## config.mk

```make
export PLATFORM = sky130hd
export DESIGN_NAME = vga_frame_scheduler
export DESIGN_NICKNAME = d
export VERILOG_FILES = /design/src/rtl/vga_frame_scheduler.sv
export SDC_FILE = /design/constraint.sdc
export NUM_CORES = 1
export LEC_CHECK = 0
export CAP_MARGIN = 10
export CORE_ASPECT_RATIO = 1.5
export CORE_UTILIZATION = 30
export CTS_CLUSTER_SIZE = 40
export DETAILED_ROUTE_END_ITERATION = 10
export PLACE_DENSITY = 0.56
export SETUP_SLACK_MARGIN = 0.15
export SLEW_MARGIN = 25
export SYNTH_ARGS = -nofsm -noshare
export SYNTH_HDL_FRONTEND = slang
export SYNTH_SLANG_ARGS = --single-unit
```

## constraint.sdc

```tcl
create_clock -name pixel_clk -period 3 [get_ports pixel_clk]
set_input_delay 0.75 -clock pixel_clk [delete_from_list [all_inputs] [get_ports pixel_clk]]
set_output_delay 0.75 -clock pixel_clk [all_outputs]
set_load 0.1 [all_outputs]
```

## src/rtl/vga_frame_scheduler.sv

```systemverilog
// ----------------------------------------------------------------------------
// vga_frame_scheduler
//   Owns the VGA raster position and shares the vertical-blanking update
//   window between NUM_REQ graphics requesters. Grants are issued
//   round-robin, at most one owner at a time and at most once per frame,
//   only during vblank. Each grant is limited to MAX_SLOT cycles.
//
// Ports
//   pixel_clk      pixel clock, all state on rising edge
//   reset          asynchronous, active-high reset
//   req[N]         level request per requester
//   done[N]        requester finished (only honoured for the granted index)
//   x, y           current raster column / line
//   video_active   x < H_ACTIVE && y < V_ACTIVE
//   frame_start    high while x == 0 && y == 0
//   update_window  high on vblank lines (y >= V_ACTIVE)
//   grant[N]       one-hot or zero, owner of the update window
//   timeout        one-cycle pulse when a grant is revoked (budget/window end)
//   missed_count   requesters left unserved in the previous frame
//
// Build option
//   SCHED_STATS_EN  when defined, builds the unserved-requester counter that
//                   drives missed_count; otherwise missed_count is tied to 0.
// ----------------------------------------------------------------------------

// Per-requester bookkeeping: the "served this frame" bit and eligibility.
module vfs_req_lane (
  input  logic pixel_clk,
  input  logic reset,
  input  logic frame_clr,
  input  logic rel,
  input  logic gnt,
  input  logic req,
  output logic eligible
);
  logic served;

  always_ff @(posedge pixel_clk or posedge reset) begin
    if (reset)            served <= 1'b0;
    else if (frame_clr)   served <= 1'b0;
    else if (rel && gnt)  served <= 1'b1;
  end

  assign eligible = req && !served;
endmodule

module vga_frame_scheduler #(
  parameter int H_ACTIVE = 640,
  parameter int H_TOTAL  = 800,
  parameter int V_ACTIVE = 480,
  parameter int V_TOTAL  = 525,
  parameter int NUM_REQ  = 4,
  parameter int MAX_SLOT = 64
) (
  input  logic               pixel_clk,
  input  logic               reset,
  input  logic [NUM_REQ-1:0] req,
  input  logic [NUM_REQ-1:0] done,
  output logic [9:0]         x,
  output logic [9:0]         y,
  output logic               video_active,
  output logic               frame_start,
  output logic               update_window,
  output logic [NUM_REQ-1:0] grant,
  output logic               timeout,
  output logic [7:0]         missed_count
);
  localparam int PW = $clog2(NUM_REQ);
  localparam int SW = (MAX_SLOT > 1) ? $clog2(MAX_SLOT) : 1;
  localparam logic [9:0]    H_LAST    = 10'(H_TOTAL - 1);
  localparam logic [9:0]    V_LAST    = 10'(V_TOTAL - 1);
  localparam logic [9:0]    H_ACT     = 10'(H_ACTIVE);
  localparam logic [9:0]    V_ACT     = 10'(V_ACTIVE);
  localparam logic [SW-1:0] SLOT_LAST = SW'(MAX_SLOT - 1);
  localparam logic [PW-1:0] PTR_LAST  = PW'(NUM_REQ - 1);
  localparam logic [PW:0]   NREQ_W    = (PW+1)'(NUM_REQ);

  typedef struct packed {
    logic [9:0] x;
    logic [9:0] y;
  } raster_t;

  typedef enum logic {IDLE, GRANT} state_t;

  // --------------------------------------------------------------------------
  // Raster counters and decodes
  // --------------------------------------------------------------------------
  raster_t pos;
  logic    x_last, last_px;

  assign x_last  = (pos.x == H_LAST);
  assign last_px = x_last && (pos.y == V_LAST);

  always_ff @(posedge pixel_clk or posedge reset) begin
    if (reset) begin
      pos <= '0;
    end else begin
      pos.x <= x_last ? 10'd0 : pos.x + 10'd1;
      if (x_last) pos.y <= (pos.y == V_LAST) ? 10'd0 : pos.y + 10'd1;
    end
  end

  assign x             = pos.x;
  assign y             = pos.y;
  assign video_active  = (pos.x < H_ACT) && (pos.y < V_ACT);
  assign frame_start   = (pos.x == 10'd0) && (pos.y == 10'd0);
  assign update_window = (pos.y >= V_ACT);

  // --------------------------------------------------------------------------
  // Requester lanes
  // --------------------------------------------------------------------------
  logic [NUM_REQ-1:0] eligible;
  logic               rel;

  for (genvar i = 0; i < NUM_REQ; i++) begin : g_lane
    vfs_req_lane u_lane (
      .pixel_clk (pixel_clk),
      .reset     (reset),
      .frame_clr (frame_start),
      .rel       (rel),
      .gnt       (grant[i]),
      .req       (req[i]),
      .eligible  (eligible[i])
    );
  end

  // --------------------------------------------------------------------------
  // Round-robin pick: first eligible index at or after ptr, with wrap
  // --------------------------------------------------------------------------
  logic [PW-1:0] ptr, pick;
  logic          found;
  logic [PW:0]   rr_sum;

  always_comb begin
    found  = 1'b0;
    pick   = '0;
    rr_sum = '0;
    for (int k = 0; k < NUM_REQ; k++) begin
      rr_sum = {1'b0, ptr} + (PW+1)'(k);
      if (rr_sum >= NREQ_W) rr_sum = rr_sum - NREQ_W;
      if (!found && eligible[rr_sum[PW-1:0]]) begin
        found = 1'b1;
        pick  = rr_sum[PW-1:0];
      end
    end
  end

  // --------------------------------------------------------------------------
  // Grant FSM
  // --------------------------------------------------------------------------
  state_t             state, state_nxt;
  logic [NUM_REQ-1:0] grant_nxt;
  logic [SW-1:0]      slot, slot_nxt;
  logic [PW-1:0]      ptr_nxt;
  logic               timeout_nxt;

  always_ff @(posedge pixel_clk or posedge reset) begin
    if (reset) begin
      state   <= IDLE;
      grant   <= '0;
      slot    <= '0;
      ptr     <= '0;
      timeout <= 1'b0;
    end else begin
      state   <= state_nxt;
      grant   <= grant_nxt;
      slot    <= slot_nxt;
      ptr     <= ptr_nxt;
      timeout <= timeout_nxt;
    end
  end

  always_comb begin
    state_nxt   = state;
    grant_nxt   = grant;
    slot_nxt    = slot;
    ptr_nxt     = ptr;
    timeout_nxt = 1'b0;
    rel         = 1'b0;
    case (state)
      IDLE: begin
        // Not on the last vblank cycle: the grant would land on frame_start,
        // outside the window.
        if (update_window && !last_px && found) begin
          grant_nxt = {{(NUM_REQ-1){1'b0}}, 1'b1} << pick;
          slot_nxt  = '0;
          ptr_nxt   = (pick == PTR_LAST) ? '0 : pick + 1'b1;
          state_nxt = GRANT;
        end
      end
      GRANT: begin
        slot_nxt = slot + 1'b1;
        // done wins over budget and window end, so no timeout in that case
        if (|(done & grant)) begin
          rel       = 1'b1;
          grant_nxt = '0;
          state_nxt = IDLE;
        end else if ((slot == SLOT_LAST) || last_px) begin
          rel         = 1'b1;
          grant_nxt   = '0;
          timeout_nxt = 1'b1;
          state_nxt   = IDLE;
        end
      end
      default: state_nxt = IDLE;
    endcase
  end

  // --------------------------------------------------------------------------
  // Unserved-requester statistics
  // --------------------------------------------------------------------------
`ifdef SCHED_STATS_EN
  logic [NUM_REQ-1:0] miss_vec;
  logic [7:0]         miss_cnt, miss_acc, miss_q;
  logic [8:0]         acc_sum;

  // The current owner got the window this frame even though its served bit
  // is only set on the release edge.
  assign miss_vec = eligible & ~grant;

  always_comb begin
    miss_cnt = '0;
    for (int k = 0; k < NUM_REQ; k++) miss_cnt = miss_cnt + 8'(miss_vec[k]);
  end

  assign acc_sum = {1'b0, miss_acc} + {1'b0, miss_cnt};

  always_ff @(posedge pixel_clk or posedge reset) begin
    if (reset) begin
      miss_acc <= '0;
      miss_q   <= '0;
    end else if (frame_start) begin
      miss_q   <= miss_acc;
      miss_acc <= '0;
    end else if (last_px) begin
      miss_acc <= acc_sum[8] ? 8'hFF : acc_sum[7:0];
    end
  end

  assign missed_count = miss_q;
`else
  assign missed_count = 8'd0;
`endif

endmodule

```

# Word level (Yosys, flattened, before mapping)
# Cells that the tools add are included.
totals:
  in_bits: 10
  register_bits: 38
  output_inout_bits: 36
classes:
  n_bitwise: 2
  n_reduce_logical: 34
  eq_ne: 6
  n_lt_le_gt_ge: 11
  add_sub_neg: 11
  shifts: 1
  n_mux: 46
ops:
  columns: ["cell", "n"]
  rows:
  - ["1-bit 2-to-1 mux", 24]
  - ["10-bit by 1-bit adder with 10-bit output, second input constant", 2]
  - ["10-bit equality test, second input constant", 2]
  - ["10-bit logical NOT", 2]
  - ["10-bit 2-to-1 mux", 2]
  - ["2-bit 2-to-1 mux", 9]
  - ["1-bit logical AND", 16]
  - ["2-bit by 3-bit less-than comparator with 1-bit output, second input constant", 4]
  - ["4-bit 2-to-1 mux", 3]
  - ["6-bit case mux with 2 select lines", 1]
  - ["10-bit by 9-bit >= comparator with 1-bit output, second input constant", 1]
  - ["10-bit less-than comparator, second input constant", 1]
  - ["10-bit by 9-bit less-than comparator with 1-bit output, second input constant", 1]
  - ["3-bit >= comparator, second input constant", 3]
  - ["1-bit binary-select mux with 2-bit select", 4]
  - ["1-bit logical NOT", 8]
  - ["4-bit case mux with 2 select lines", 1]
  - ["2-bit nonzero test", 4]
  - ["2-bit by 1-bit subtractor with 2-bit output, second input constant", 4]
  - ["2-bit by 2-bit adder with 3-bit output, second input constant", 2]
  - ["6-bit by 1-bit adder with 6-bit output, second input constant", 1]
  - ["6-bit equality test, second input constant", 1]
  - ["6-bit 2-to-1 mux", 1]
  - ["4-bit bitwise AND", 1]
  - ["12 further kinds", 13]

# Longest topological paths before layout
# Gate-level depths: netlist of run 1.
depth:
  ltp_word: 17
  mapped_depth: 8
  ltp_nobuf: 8

# Hierarchy
# Synthesis of run 1 repeated with hierarchy kept, for this count alone.
hier_totals:
  hier_cells: 229
  hier_area_um2: 2207.1
by_module_without_submodules:
  columns: ["module", "cells_each", "area_each_um2", "seq_area_each_um2", "instances"]
  rows:
  - ["vga_frame_scheduler", 209, 2031.9, 850.8, 1]
  - ["vfs_req_lane", 5, 43.8, 25.0, 4]

# Least setup slack after synthesis of run 1
# OpenSTA, ideal clock, no wires.
synth_path:
  path_type: "reg-to-output"
  startpoint: "register, netlist name y[8]"
  endpoint: "output port video_active"
  path_buffers: 0
  stages_incl_launch_ff: 3
  slack_ns: -0.683
  required_time_ns: 2.250
  arrival_time_ns: 2.933
  path_cell_list: "dfrtp_1 -> a41o_1 -> nor2_1"
synth_via:
  elab_chain_len: 2
synth_lines:
  columns: ["item", "line", "rtl"]
  rows:
  - ["10-bit by 9-bit less-than comparator with 1-bit output", "105", "assign video_active = (pos.x < H_ACT) && (pos.y < V_ACT);"]
  - ["1-bit logical AND", "105", null]
  - ["end, declared", "61", "output logic video_active,"]
# No other way between the ends.

# Final worst setup path of run 1
layout_path:
  startpoint: "register, netlist name x[0]"
  endpoint: "output port frame_start"
layout_via:
  elab_chain_len: 2
layout_lines:
  columns: ["item", "line", "rtl"]
  rows:
  - ["10-bit logical NOT", "106", "assign frame_start = (pos.x == 10'd0) && (pos.y == 10'd0);"]
  - ["1-bit logical AND", "106", null]
  - ["end, declared", "62", "output logic frame_start,"]
# No other way between the ends.

==> results of run 1 <==
==> cell usage in the layout, fill, tap and decap left out, types with 2 or more instances in the layout <==
master and count:
xnor2_1 7, and3_1 6, o31ai_1 3, nand2_1 20
a31oi_1 4, clkbuf_8 6, a21oi_1 7, nor2_1 21
inv_1 8, a22o_1 4, ha_1 9, nor3_1 3
nand4_1 7, nor2b_1 5, conb_1 8, o21ai_0 6
buf_4 31, dfrtp_1 36, nand3_1 10, xor2_1 9
dfrtp_2 2, nor2_4 2, clkdlybuf4s50_1 9, nor4_1 2
nand2b_1 4, o21ai_1 4
==> per-stage QoR <==
stage / cells / hold slack, ns / worst slack, ns / instance area [um^2]
floorplan: 225 / 0.4525 / 0.1729 / 2161
global placement: 329 / 0.4700 / 0.3479 / 2499
detailed placement: 329 / 0.4901 / 0.3756 / 2499
CTS: 336 / 0.5001 / 0.3221 / 2585
global route: 336 / 0.5173 / 0.1957 / 2585
finish: 336 / 0.5008 / 0.3719 / 2585
==> power breakdown <==
| group | total [uW] | switching (uW) | internal, uW |
|---|---|---|---|
| logic | 82.8 | 65.1 | 17.7 |
| registers | 512 | 0 | 512 |
| clock network | 357 | 175 | 182 |
==> layer usage <==
metal  track usage [%]  part of all wire, %  wire [um]
met3             2.700                  4.0        191
met4             7.714                  3.5        170
met5                 0                    0          0
met2             23.09                   49       2335
met1             17.45                   44       2095
==> worst max-delay path, stage by stage (launching register included) <==
cell and delay [ns]:
dfrtp_1 0.44, inv_1 0.08, ha_1 0.14, nor4b_1 0.27
nand4_1 0.19, nor2_4 0.26, buf_12 0.21
==> state kept, by name, indices dropped and copies added (netlist names) <==
signal / cells
x: 10
y: 10
slot: 6
g_lane.u_lane.served: 4
grant: 4
ptr: 2
state: 1
timeout: 1
==> layout make-up <==
cell class                      count  area, um^2  share of cell area (%)
Inverter                            8       30.03                   1.162
Multi-Input combinational cell    164        1075                   41.58
Tap cell                           78       97.59                   3.775
Timing Repair Buffer               41       342.8                   13.26
Clock buffer                        7       86.33                   3.340
Sequential cell                    38       953.4                   36.88
==> logic make-up after synthesis <==
logic type	Yosys count	synth area share (%)
AOI/OAI and AO/OA	40	13.42
xor gates and xnor gates	16	6.624
adders and majority gates	9	5.322
buffers and inverters	23	6.269
DFF	38	44.94
muxes	1	0.5322
other	1	0.1772
and+or+nand+nor	90	22.71
==> final timing paths <==
path	startpoint	to	slack (ns)
max in group asynchronous	reset	y[5]	1.73
worst max-delay path	x[0]	frame_start	0.37
worst min register to register	slot[5]	slot[5]	0.50
min in group asynchronous	reset	timeout	0.88
worst max register to register	x[0]	grant[1]	0.79
worst min-delay path	slot[5]	slot[5]	0.50
==> metrics.sh, run 1 <==
CELLPOWERDENSITY_nW_PER_UM2=368.2
ARRIVAL_TIME_OF_DATA_AT_THE_CRITICAL_PATH_ENDPOINT_NS=1.88
DESIGN.PORTCOUNT=46
DRC_MARKER_COUNT_FROM_THE_FIRST_DETAILED_ROUTE_ITERATION=80
GRT_USAGE_PCT=14.15
ANTENNADIODECOUNT=0
LAYOUT.CORE_UTILIZATION_PCT=37.73
TIMING.MAX_SLEW.REL_SLACK_PCT=62.05
END_KIND='primary output'
CTS_SETUP_BUFFERS=0
SYNTH_AREA_UM2=2116
SETUP.WORST_PATH.CLASS='register to primary output'
TOTALWIRELENGTH_MM=4.792
VIAS_PER_CELL=5.128
NUM_ROWS=37
FIRST_PASS_ITERS=7
MAX-VDD-IR-DROP_mV=0.2019
TRITONCTS_NUM_SINKS=38
FINAL-MAX-SLEW-VIOLATION-COUNT=0
CP.REQUIRED_NS=2.25
FMAX_MHz=380.5
SYNTH.CELLS.MOST_FREQUENT='dfrtp_1 (38), nor2_1 (23), nand2_1 (20)'
NETLIST_TOP_CELLS_AREA='dfrtp_1 (45%), ha_1 (5.3%), buf_4 (4.3%), nor2_1 (4.1%), xor2_1 (3.7%)'
TIGHTEST_SLEW_NS=0.5619
DIE-AREA_UM2=7400
SYNTHESIS.YOSYS.WARNINGS=0
REMAINING_DRC_ERRORS=11
HTREE_LEVELS=2
FINALSETUPVIOLCOUNT=0
VIOLATED_CHECKS='DRC'
SYNTH_ASYNC_SR_FLOP_SHARE_PCT=100.0
GLOBAL_ROUTE.OVERFLOW_TOTAL=0
SYNTH_TOP_CELL_AREA_SHARE_PCT=44.94
CLOCK_INSERTION_DELAY_WORST_SKEW_NS=0.29
FP.COREAREA_UM2=6852
VIAS_IN_THE_FIRST_GLOBAL_ROUTE=1694
AREA.GROWTH.SYNTH_TO_FINAL_PCT=22.18
CTS_MADE_BUFFERS=5
OUTCOME='complete, but fails checks'
CLKSLEWWORSTSETUPHOLDPATHS_NS=0.07
COUNT_OF_FLIP_FLOPS_WITH_A_BUILT_IN_ENABLE_AFTER_SYNTHESIS=0
YS_SEQ_ELEMENTS=38
DPL.HPWL_MM=3.518
CTS_ROOT_BUFFER='clkbuf_8'
RSZ0062_AT_GRT='no'
MOST_USED_STANDARD_CELL_BY_INSTANCE_COUNT_AFTER_SYNTHESIS='dfrtp_1'
CRITICAL_PATH.STARTPOINT_TYPE='register'
GRT_MAX_DEGREE=39
ROUTEDWLPERCELL_UM=14.26
SYN_AREA_PER_CELL_UM2=9.705
LEAKAGEPOWER_uW=0.001216
DIE_WIDTH_UM=70.57
NUM_VIAS=1723
CHIPHEIGHT_UM=104.9
NUM-FILL-CELLS=704
DRT.ANTENNA.VIOLATING_NETS=0
SYNTHDISTINCTLIBCELLS=47
FLOORPLAN.INITIALDENSITY_PCT=30.88
CTS_BUFFER_DEPTH=2
GP_CONGESTION=0.8636
TOTAL_POWER_uW=951.7
IO_BUFFER_COUNT=37
YOSYSTOPAREACELL='dfrtp_1'
MAX_CAP_VIOL_COUNT=0
WORSTREGTOREGCELLS=6
HOLD_DEPTH=1
POST_ROUTE_CELLS_DRIVE_ABOVE_1_SHARE_PCT=20.16
CTS_TREE='yes'
SYN_INST=218
MIN-DELAY-PATH-CLASS='register to register'
HOLD_VIOLATIONS=0
CRIT_PATH_MAX_FANOUT=6
SYNTH_TOP_FLOP_CELL='dfrtp_1'
FIN_NETS=277
FIN_CRIT_SH_PCT=87.60
CTS_REPAIR_RESIZE_COUNT=0
YS_SEQ_AREA_SHARE_PCT=44.94
SETUP-TNS-FINAL_NS=0
GRT_FIRST_PASS_WIRELENGTH_MM=8.204
ANTENNA_FOUND_INITIAL=0
CTS-HOLD-FIX-BUFFERS=0
FINALWORSTPATHREQUIREDPERIOD_NS=2.628
FIN_WORST_SKEW_NS=0.004259
(Power assumes the default switching activity.)
==> run 2, diff against run 1 <==
Settings changed: CTS_CLUSTER_DIAMETER set to 150.
==> results of run 2 <==
Final layout, timing and power as in run 1 (identical DEF).
==> run 3, diff against run 2 <==
Settings changed: CORE_ASPECT_RATIO 1.5 to 0.8, SKIP_LAST_GASP set to 1.
==> run 3 against run 2 <==
Net effect:
- the flow now finishes without violations
- first-iteration DRC count is 30% lower
- global-route usage down 0.46 points
- die area about the same
- count of clock-buffer cells in the layout down 2
- total power grew 7.5%
- critical path depth shrank 1
- setup slack worse by 0.0077 ns
- largest power group unchanged
==> metrics.sh, run 3 (same netlist as run 1, synthesis figures left out) <==
MOSTFREQUENTLAYOUTCELL='dfrtp_1'
FINISHED_LAYOUT_CELLS=345  # +2.7%
CLOCK_INSERTION_DELAY_WORST_SKEW_NS=0.29  # about the same
CP.REQUIRED_NS=2.25  # about the same
SETUP.WORST_PATH.CLASS='register to primary output'
SW_POWER_uW=248.4  # +3.7%
NUM_ROWS=26  # -30%
REMAINING_DRC_ERRORS=0  # -11
GLOBAL_ROUTE.OVERFLOW_TOTAL=0  # unchanged
END_KIND='primary output'
VIAS_IN_THE_FIRST_GLOBAL_ROUTE=1561  # -7.9%
TOTALWIRELENGTH_MM=4.613  # -3.7%
MIN-DELAY-PATH-CLASS='register to register'
SETUP-TNS-FINAL_NS=0  # unchanged
DETAILED_PLACE.AREA_UM2=2521  # +0.90%
REG.LARGEST.LIST='x x10, y x10, slot x6'
FIN_WORST_SKEW_NS=0.009990  # +0.005731 ns
RRSETUPSLACK_NS=0.84  # +0.05 ns
FINAL_DESIGN_AREA_NO_FILL_UM2=2636  # +2.0%
DRC_MARKER_COUNT_FROM_THE_FIRST_DETAILED_ROUTE_ITERATION=56  # -30%
INTERNAL_POWER_uW=774.9  # +8.8%
CTS_TREE='yes'
FLOORPLAN.INITIALDENSITY_PCT=32.04  # +1.2 points
REG2REG_TO='grant[0]'
CTS_BUFFER_DEPTH=2  # unchanged
POST_ROUTE_CELLS_DRIVE_ABOVE_1_SHARE_PCT=21.84  # +1.7 points
GRT_MAX_DEGREE=39  # unchanged
POWER.COMBINATIONAL.FRACTION_PCT=8.2  # -0.5 points
CLKSLEWWORSTSETUPHOLDPATHS_NS=0.07  # about the same
DIE-AREA_UM2=7395  # about the same
SWITCHING_SHARE_PCT=24.28  # -0.91 points
CTS_SETUP_BUFFERS=0  # unchanged
CRIT_PATH_MAX_FANOUT=6  # unchanged
ROUTEDWLPERCELL_UM=13.37  # -6.2%
TIMING.FINAL.WS_SETUP_NS=0.3642  # -0.007684 ns
GRT_FIRST_PASS_WIRELENGTH_MM=7.810  # -4.8%
DPL.HPWL_MM=3.417  # -2.9%
FINALWORSTPATHREQUIREDPERIOD_NS=2.636  # +0.007684 ns
FP.COREAREA_UM2=6604  # -3.6%
DIE_WIDTH_UM=95.89  # +36%
CRITICAL_PATH.STARTPOINT_TYPE='register'
MAX_CAP_VIOL_COUNT=0  # unchanged
P_CLK_SHARE_PCT=41.8  # +4.3 points
HTREE_LEVELS=2  # unchanged
REG2REG_FROM='x[0]'
LAYOUT.CORE_UTILIZATION_PCT=39.92  # +2.2 points
CHIPHEIGHT_UM=77.12  # -26%
NUM_VIAS=1653  # -4.1%
FIN_NETS=279  # +0.72%
FMAX_MHz=379.4  # -0.29%
WORSTREGTOREGCELLS=6  # unchanged
POST-PLACE-CELLS=337  # +2.4%
LEAKAGEPOWER_uW=0.001240  # +2.0%
FIN_CRIT_SH_PCT=87.86  # +0.26 points
WORST_HOLD_PATH.ENDPOINT='slot[5]'
FINALSETUPVIOLCOUNT=0  # unchanged
AREA.GROWTH.SYNTH_TO_FINAL_PCT=24.60
MAX-VDD-IR-DROP_mV=0.2310  # +14%
HOLD_DEPTH=1  # unchanged
DRT.ANTENNA.VIOLATING_NETS=0  # unchanged
FINAL-MAX-SLEW-VIOLATION-COUNT=0  # unchanged
FIRST_PASS_ITERS=4  # -3
IO_BUFFER_COUNT=37  # unchanged
GP_CONGESTION=0.7630  # -12%
RSZ0062_AT_GRT='no'
ANTENNADIODECOUNT=0  # unchanged
TRITONCTS_NUM_SINKS=38  # unchanged
FINAL_CELL_MIX='dfrtp_1 (36), buf_4 (33), nor2_1 (21)'
OUTCOME='finished, final reports clean'
ANTENNA_FOUND_INITIAL=0  # unchanged
DESIGN.PORTCOUNT=46  # unchanged
DP_WORST_SETUP_SLACK_NS=0.3875  # +0.01193 ns
CTS_MADE_BUFFERS=5  # unchanged
CTS_ROOT_BUFFER='clkbuf_8'
HOLD_VIOLATIONS=0  # unchanged
CELLPOWERDENSITY_nW_PER_UM2=388.2  # +5.4%
ARRIVAL_TIME_OF_DATA_AT_THE_CRITICAL_PATH_ENDPOINT_NS=1.89  # about the same
MIN-DELAY-START='slot[5]'
GRT_USAGE_PCT=13.69  # -0.46 points
VIAS_PER_CELL=4.791  # -6.6%
SEQUENTIALPOWERSHARE_PCT=50.0  # -3.8 points
run 3: changes by cell type in the layout (fill, tap and decap cells not counted), sizes merged:
cell	change
buf	+2
bufinv	+1
clkbuf	-2
clkinv	+2
run 3: stage by stage:
stage	total power, uW	hold WS (ns)
after floorplan	594.8	0.4525
after global placement	606.6	0.4737
after detailed placement	605.9	0.4853
after CTS	1038	0.4951
after global routing	1065	0.5167
final	1023	0.4920
run 3: area by class of cell:
cell class	count	area [um^2]
Multi-Input combinational cell	164	1081
Clock buffer	5	68.82
Tap cell	84	105.1
Fill cell	661	3968
Clock inverter	3	40.04
Timing Repair Buffer	43	357.8
Inverter	8	30.03
Sequential cell	38	953.4
run 3: power by group through the flow:
stage               registers, uW  clock network (uW)  logic, uW
global route                  512                 462       90.7
floorplan                     522                   0       72.9
detailed placement            522                   0       84.1
CTS                           512                 442       84.4
finish                        512                 428       83.5
global placement              522                   0       84.8
run 3: how the worst max path moves through the flow:
stage	slack, ns	cells after the start	endpoint	startpoint
final	0.36	5	frame_start	x[5]
after global routing	0.18	5	frame_start	x[5]
after CTS	0.28	4	frame_start	y[5]
after detailed placement	0.39	9	ptr[1]	req[0]
after global placement	0.42	9	ptr[1]	req[0]
after floorplan	0.17	4	frame_start	x[5]
run 3: per-layer routing:
metal	share of wire, %	track usage (%)
met5	0	0
met4	0.59	3.582
met3	5.1	3.175
met2	40	18.43
met1	54	21.45
run 3: repair_timing:
item	CTS	global route
endpoints found under the setup margin	0	1
hold buffers	0	0
gates resized for setup	0	1
run 3: worst max-delay path: stages (launching register included):
cell and delay (ns):
dfrtp_1 0.45, or2_1 0.33, nor3_1 0.19, nand4_1 0.18
nor2_4 0.24, buf_12 0.20
